File: src/rtl/sdram_pkg.sv
// SDRAM command encodings and arbiter state type shared by the arbiter and its bench.
package sdram_pkg;

  localparam int SDRAM_ADDR_W = 13;

  // {cs_n, ras_n, cas_n, we_n}
  localparam logic [3:0] CMD_NOP  = 4'b0111;
  localparam logic [3:0] CMD_PALL = 4'b0010;
  localparam logic [3:0] CMD_AREF = 4'b0001;
  localparam logic [3:0] CMD_MRS  = 4'b0000;
  localparam logic [3:0] CMD_ACT  = 4'b0011;
  localparam logic [3:0] CMD_WR   = 4'b0100;
  localparam logic [3:0] CMD_RD   = 4'b0101;

  typedef enum logic [2:0] {
    ST_INIT,
    ST_ARBIT,
    ST_AREF,
    ST_WRITE,
    ST_READ
  } arb_state_e;

endpackage

File: src/rtl/sdram_arbiter.sv
// SDRAM pin-bus owner: passes init traffic through, then grants the bus to
// refresh, write or read engines with refresh first and write/read alternating.
module sdram_arbiter
  import sdram_pkg::*;
#(
  parameter int TIMEOUT = 1024,
  parameter int ADDR_W  = SDRAM_ADDR_W
) (
  input  logic              clk,
  input  logic              rst_n,
  input  logic [3:0]        init_cmd,
  input  logic [ADDR_W-1:0] init_addr,
  input  logic              init_done,
  input  logic              aref_req,
  input  logic [3:0]        aref_cmd,
  input  logic [ADDR_W-1:0] aref_addr,
  input  logic              aref_done,
  input  logic              wr_req,
  input  logic [3:0]        wr_cmd,
  input  logic [ADDR_W-1:0] wr_addr,
  input  logic [1:0]        wr_ba,
  input  logic              wr_done,
  input  logic              rd_req,
  input  logic [3:0]        rd_cmd,
  input  logic [ADDR_W-1:0] rd_addr,
  input  logic [1:0]        rd_ba,
  input  logic              rd_done,
  output logic              aref_en,
  output logic              wr_en,
  output logic              rd_en,
  output logic              sdram_cke,
  output logic [3:0]        sdram_cmd,
  output logic [ADDR_W-1:0] sdram_addr,
  output logic [1:0]        sdram_ba,
  output logic              arb_err
);

  localparam int CNT_W = $clog2(TIMEOUT + 1);
  localparam logic [CNT_W-1:0] CNT_LAST = CNT_W'(TIMEOUT - 1);

  arb_state_e       state_q, state_d;
  logic [CNT_W-1:0] cnt_q, cnt_d;
  logic             last_wr_q, last_wr_d;
  logic             err_q, err_d;
  logic             aref_en_q, aref_en_d;
  logic             wr_en_q, wr_en_d;
  logic             rd_en_q, rd_en_d;
  logic             cke_q;
  logic             grant_done;

  always_comb begin
    grant_done = 1'b0;
    case (state_q)
      ST_AREF:  grant_done = aref_done;
      ST_WRITE: grant_done = wr_done;
      ST_READ:  grant_done = rd_done;
      default:  grant_done = 1'b0;
    endcase
  end

  always_comb begin
    state_d   = state_q;
    cnt_d     = '0;
    last_wr_d = last_wr_q;
    err_d     = 1'b0;
    case (state_q)
      ST_INIT: begin
        if (init_done) state_d = ST_ARBIT;
      end
      ST_ARBIT: begin
        if (aref_req) begin
          state_d = ST_AREF;
        end else if (wr_req && (!rd_req || !last_wr_q)) begin
          state_d   = ST_WRITE;
          last_wr_d = 1'b1;
        end else if (rd_req) begin
          state_d   = ST_READ;
          last_wr_d = 1'b0;
        end
      end
      ST_AREF, ST_WRITE, ST_READ: begin
        // A done arriving on the final count still counts as a clean release.
        if (grant_done) begin
          state_d = ST_ARBIT;
        end else if (cnt_q == CNT_LAST) begin
          state_d = ST_ARBIT;
          err_d   = 1'b1;
        end else begin
          cnt_d = cnt_q + 1'b1;
        end
      end
      default: state_d = ST_INIT;
    endcase
    aref_en_d = (state_d == ST_AREF);
    wr_en_d   = (state_d == ST_WRITE);
    rd_en_d   = (state_d == ST_READ);
  end

  always_ff @(posedge clk or negedge rst_n) begin
    if (!rst_n) begin
      state_q   <= ST_INIT;
      cnt_q     <= '0;
      last_wr_q <= 1'b0;
      err_q     <= 1'b0;
      aref_en_q <= 1'b0;
      wr_en_q   <= 1'b0;
      rd_en_q   <= 1'b0;
      cke_q     <= 1'b1;
    end else begin
      state_q   <= state_d;
      cnt_q     <= cnt_d;
      last_wr_q <= last_wr_d;
      err_q     <= err_d;
      aref_en_q <= aref_en_d;
      wr_en_q   <= wr_en_d;
      rd_en_q   <= rd_en_d;
      cke_q     <= 1'b1;
    end
  end

  // Engines register their own outputs, so the pin mux adds no latency.
  always_comb begin
    sdram_cmd  = CMD_NOP;
    sdram_addr = '0;
    sdram_ba   = 2'b00;
    case (state_q)
      ST_INIT: begin
        sdram_cmd  = init_cmd;
        sdram_addr = init_addr;
      end
      ST_AREF: begin
        sdram_cmd  = aref_cmd;
        sdram_addr = aref_addr;
      end
      ST_WRITE: begin
        sdram_cmd  = wr_cmd;
        sdram_addr = wr_addr;
        sdram_ba   = wr_ba;
      end
      ST_READ: begin
        sdram_cmd  = rd_cmd;
        sdram_addr = rd_addr;
        sdram_ba   = rd_ba;
      end
      default: begin
        sdram_cmd  = CMD_NOP;
        sdram_addr = '0;
        sdram_ba   = 2'b00;
      end
    endcase
  end

  assign aref_en   = aref_en_q;
  assign wr_en     = wr_en_q;
  assign rd_en     = rd_en_q;
  assign arb_err   = err_q;
  assign sdram_cke = cke_q;

endmodule

File: config.mk
export PLATFORM = sky130hd
export DESIGN_NAME = sdram_arbiter
export DESIGN_NICKNAME = d
export VERILOG_FILES = /design/src/rtl/sdram_pkg.sv /design/src/rtl/sdram_arbiter.sv
export SDC_FILE = /design/constraint.sdc
export NUM_CORES = 1
export LEC_CHECK = 0
export CORE_MARGIN = 2
export CORE_UTILIZATION = 35
export DETAILED_ROUTE_END_ITERATION = 8
export GPL_ROUTABILITY_DRIVEN = 0
export PLACE_DENSITY = 0.91
export SYNTH_ARGS = -nofsm -noshare
export SYNTH_HDL_FRONTEND = slang
export SYNTH_SLANG_ARGS = --single-unit
export TNS_END_PERCENT = 50
File: constraint.sdc
create_clock -name clk -period 2.49 [get_ports clk]
set_input_delay 0.498 -clock clk [delete_from_list [all_inputs] [get_ports clk]]
set_output_delay 0.498 -clock clk [all_outputs]
set_load 0.005 [all_outputs]
After elaboration in Yosys (flattened, before gate mapping)
Cells that the tools add are included.

storage, ports and cells
  bits in registers = 19
  latch bits = 0
  bits in writable memories = 0
  ROM bits = 0
  input port bits = 81
  output and inout port bits = 24
  logic and storage cells = 44
  memories kept = 0

operators by class
  add/subtract/negate cells = 1
  multiply operators = 0
  divide/modulo/power cells = 0
  order comparisons = 0
  eq/ne operators = 8
  shift-type cells = 0
  mux-type cells = 19
  bitwise operators = 1
  reductions and logical operators = 8

operators with widths
  operator                                                number
  one-hot mux 13 bit (4 select lines)                     1
  two-way mux 11 bit                                      3
  two-way mux 3 bit                                       6
  one-hot mux 4 bit (4 select lines)                      1
  equality test 3 x 2 -> 1 bit (second input constant)    4
  adder 11 x 1 -> 11 bit (second input constant)          1
  equality test 11 x 10 -> 1 bit (second input constant)  1
  one-hot mux 3 bit (3 select lines)                      1
  equality test 3 bit (second input constant)             2
  two-way mux 1 bit                                       5
  one-hot mux 2 bit (2 select lines)                      1
  equality test 3 x 1 -> 1 bit (second input constant)    1
  logical NOT 3 bit                                       1
  one-hot mux 1 bit (3 select lines)                      1
  AND reduction 3 bit                                     1
  OR reduction 3 bit                                      1
  logical NOT 1 bit                                       2
  nonzero test 2 bit                                      1
  logical AND 1 bit                                       1
  logical OR 1 bit                                        1
  inverter 1 bit                                          1

Depth between registers and ports, before layout
Gate-level depths: netlist (run 1).

  word-level depth = 7
  mapped depth = 7
  mapped depth without buffers = 5

Least setup slack after synthesis (run 1)
Ideal clock, no wire load.

  path type = register -> output
  start point = register state_q[0]
  end point = output sdram_addr[10]
  data arrival time = 1.458 ns
  data required time = 1.992 ns
  path slack = 0.534 ns
  cell stages (with the launch flop) = 6
  path buffers = 2
  path through = dfrtp_1 buf_2 nor3_1 clkbuf_1 nand2_1 o21ai_0

on the way
  word-level cells in the longest chain between the ends = 2
  elaborated cells on any way between the ends = 5
  those cells by class = 3 x eq/ne; 1 x mux; 1 x reduce/logical

ends and longest elaborated chain
  what                                         RTL line              RTL
  start, declared                              sdram_arbiter.sv:41   arb_state_e state_q, state_d;
  start signal, assigned                       sdram_arbiter.sv:110  state_q <= state_d;
  equality test 3 bit (tied with other cells)  sdram_arbiter.sv:126  case (state_q)
  one-hot mux 13 bit (4 select lines) *        sdram_arbiter.sv:126
  end, declared                                sdram_arbiter.sv:33   output logic [ADDR_W-1:0] sdram_addr,

Every way passes the cells marked *; elsewhere a longest branch is shown, timed or not.

Worst setup path after layout (run 1)
  start point = register state_q[1]
  end point = output sdram_cmd[1]

on the way
  word-level cells in the longest chain between the ends = 2
  elaborated cells on any way between the ends = 5
  those cells by class = 3 x eq/ne; 1 x mux; 1 x reduce/logical

ends and longest elaborated chain
  what                                         RTL line              RTL
  equality test 3 bit (tied with other cells)  sdram_arbiter.sv:126
  one-hot mux 4 bit (4 select lines) *         sdram_arbiter.sv:126
  end, declared                                sdram_arbiter.sv:32   output logic [3:0] sdram_cmd,

Marks and branches as above.

==> impl_metrics.toml, run 1 <==
[outcome]
status = "finished, final reports clean"

[finish]
layout.nets = 383
layout.cells.most_common = "clkdlybuf4s50_1"
area_growth_pct = 80.6
fillers = 338
drive_above_1_share = 0.0933
final_cell_mix = "clkdlybuf4s50_1 (101), nor2_1 (28), a21oi_1 (25), nand2_1 (19)"
regArea_um2 = 478
diodes = 0
design_area_mm2 = 0.00270
multiInputGateArea_um2 = 941
final_cells = 350

[clock_network]
clock_insertion_delay_worst_skew_ns = 0.27
cts.clk_slew.worst_paths_ns = 0.08
cts-htree-levels = 1
hold_buffers = 0
clock_path_buffers = 2
cts-root-buf = "clkbuf_8"
cts-buffers-inserted = 3
cts_sinks = 19
cts_tree = "built"

[drt]
drt_iter0_markers = 122
routed_wl_um = 5680
via_count = 1832
drcViolationCount = 0
vias_per_cell = 5.23
wl_per_cell_um = 16.2
drtPass1Iterations = 4
drtAntennaViolNets = 0

[power_and_ir_drop]
power_density_mw_per_mm2 = 722
vdd_drop_max_mv = 0.378
p_leak_nw = 1.07

[synth]
synth_edf_count = 0
ys_seq_elements = 19
ys_seq_area_frac = 0.318
netlist_instances = 193
ys_types = 38
syn-cell-area_mm2 = 0.00150
syn_nets = 275
ys.warnings.count = 0
async_flop_share = 1.00
ys.flop_type = "dfrtp_1"
avgSynthCellArea_um2 = 7.75

[sta]
worst_pin_slew_ns = 0.616
fin_skew_ns = 0.00900
setup_tns_ns = 0
fin_crit_ns = 2.45
setup_ws_ns = 0.0375
finalSetupViolCount = 0
min_period_over_period = 0.985
hold_viol = 0
grt_setup_unrepaired = "yes"
whs_ns = 0.470
slew_headroom = 0.585
max_freq_mhz = 408
finalMaxSlewViolations = 0

[grt]
grt-ovfl-total = 0
grt_use_total = 0.227
antenna_found_initial = 0
grt_pass1_vias = 1755
grt_max_degree = 21
grt_pass1_wl_um = 8800

[flow_run]
max-cap-violations = 0

[critical_path]
startpoint_type = "flop"
crit_path_end_kind = "output pin"
cpMaxStageDelayCell = "dfrtp_2"
crit_path_cell_trace = "buf_4, mux2_2, o22ai_1, a21oi_1, clkdlybuf4s50_1"
cp_data_arrival_time_ns = 1.95
required_ns = 1.99
crit_type = "flop to output pin"
path_max_fanout = 8
reg2reg_from = "state_q[2]"
critPathMaxStageDelay_ns = 0.48
critPathLaunch = "state_q[1]"

[floorplan]
dieHeight_um = 69.4
start_util = 0.368
core.rowCount = 23
io_pins = 105
dieArea_mm2 = 0.00481
die_x_um = 69.4
core_area_mm2 = 0.00406

[place]
post-place-ws_ns = 0.0852
hpwlAfterDp_um = 4290
dp.cells = 345
io_buffers = 103
postPlaceCellArea_mm2 = 0.00263

[worst_hold_path]
min_from = "state_q[2]"
hold_path.class = "flop to flop"
layer usage:
| layer | GRT usage | vias to the layer above | part of all wire |
|---|---|---|---|
| li1 | - | 899 | - |
| met1 | 0.288 | 839 | 0.42 |
| met2 | 0.379 | 82 | 0.49 |
| met3 | 0.0610 | 12 | 0.067 |
| met4 | 0.0610 | 0 | 0.017 |
| met5 | 0 | - | 0 |
cell usage after synthesis, types with 2 or more instances:
| library cell | count | area share |
|---|---|---|
| a21oi_1 | 25 | 0.084 |
| a32o_1 | 2 | 0.013 |
| and4_1 | 2 | 0.012 |
| buf_1 | 2 | 0.0050 |
| buf_2 | 4 | 0.013 |
| buf_6 | 2 | 0.015 |
| clkbuf_1 | 5 | 0.013 |
| dfrtp_1 | 19 | 0.32 |
| inv_1 | 5 | 0.013 |
| mux2_2 | 3 | 0.023 |
| mux2i_1 | 15 | 0.10 |
| nand2_1 | 19 | 0.048 |
| nand3_1 | 6 | 0.020 |
| nand4_1 | 6 | 0.025 |
| nor2_1 | 28 | 0.070 |
| nor2b_1 | 2 | 0.0084 |
| nor3_1 | 2 | 0.0067 |
| nor4b_1 | 2 | 0.012 |
| o21ai_0 | 17 | 0.057 |
| o22ai_1 | 3 | 0.013 |
| o32ai_1 | 2 | 0.012 |
| xnor2_1 | 2 | 0.012 |
| xor2_1 | 5 | 0.029 |
logic make-up after synthesis:
kind of cell             Yosys count  share of synthesized area
AO/OA/AOI/OAI                     52                      0.198
flip-flops                        19                      0.318
XOR/XNOR                           7                     0.0410
AND/OR/NAND/NOR                   76                      0.245
buffers and inverters             19                     0.0636
other                              1                    0.00251
multiplexers                      18                      0.123
adder cells (fa/ha/maj)            1                    0.00837
final timing paths:
check                      slack, ns  cells past startpoint           end
setup / recovery                0.04                      5  sdram_cmd[1]
hold / removal                  0.47                      1         wr_en
setup reg to reg                0.69                      5      cnt_q[9]
hold reg to reg                 0.47                      1         wr_en
max in group asynchronous       1.72                      2    state_q[0]
min in group asynchronous       0.55                      2      cnt_q[7]
timing repair:
item / CTS / global route
endpoints found under the setup margin: 12 / 14
gates resized for setup: 2 / 6
setup buffers: 0 / 1
report_power, final:
| group | total, mW | switching (mW) | internal, mW |
|---|---|---|---|
| logic | 1.30 | 0.555 | 0.746 |
| registers | 0.428 | 0.0686 | 0.360 |
| clock network | 0.219 | 0.107 | 0.112 |
through the flow:
step | power, mW | utilization
floorplan | 1.03 | -
global placement | 1.66 | 0.648
detailed placement | 1.69 | 0.648
CTS | 1.91 | 0.659
global route | 2.07 | 0.665
finish | 1.95 | 0.665
registers in the layout (all words and copies together), names as in the netlist:
register and count:
state_q 3, wr_en 1, arb_err 1, aref_en 1, last_wr_q 1, rd_en 1, cnt_q 11
final cells by class:
class | instances | share of cell area
inverters | 5 | 0.00695
repair buffers | 117 | 0.427
flip-flops and latches | 19 | 0.177
multi-input cells | 155 | 0.348
clock inverters | 1 | 0.00185
clock buffers | 3 | 0.0153
well taps | 50 | 0.0232
worst max-delay path: cells and delay by family, from the launching register on:
kind / cells / cell delay (ns)
muxes: 1 / 0.33
buffers and inverters: 2 / 0.64
DFF: 1 / 0.48
AOI/OAI and AO/OA: 2 / 0.24
Note: power is estimated with default switching activity, not from simulation.
==> inputs of run 2 (changes only) <==
- CAP_MARGIN: unset -> 20
==> results of run 2 <==
Final layout, timing and power as in run 1 (identical DEF).
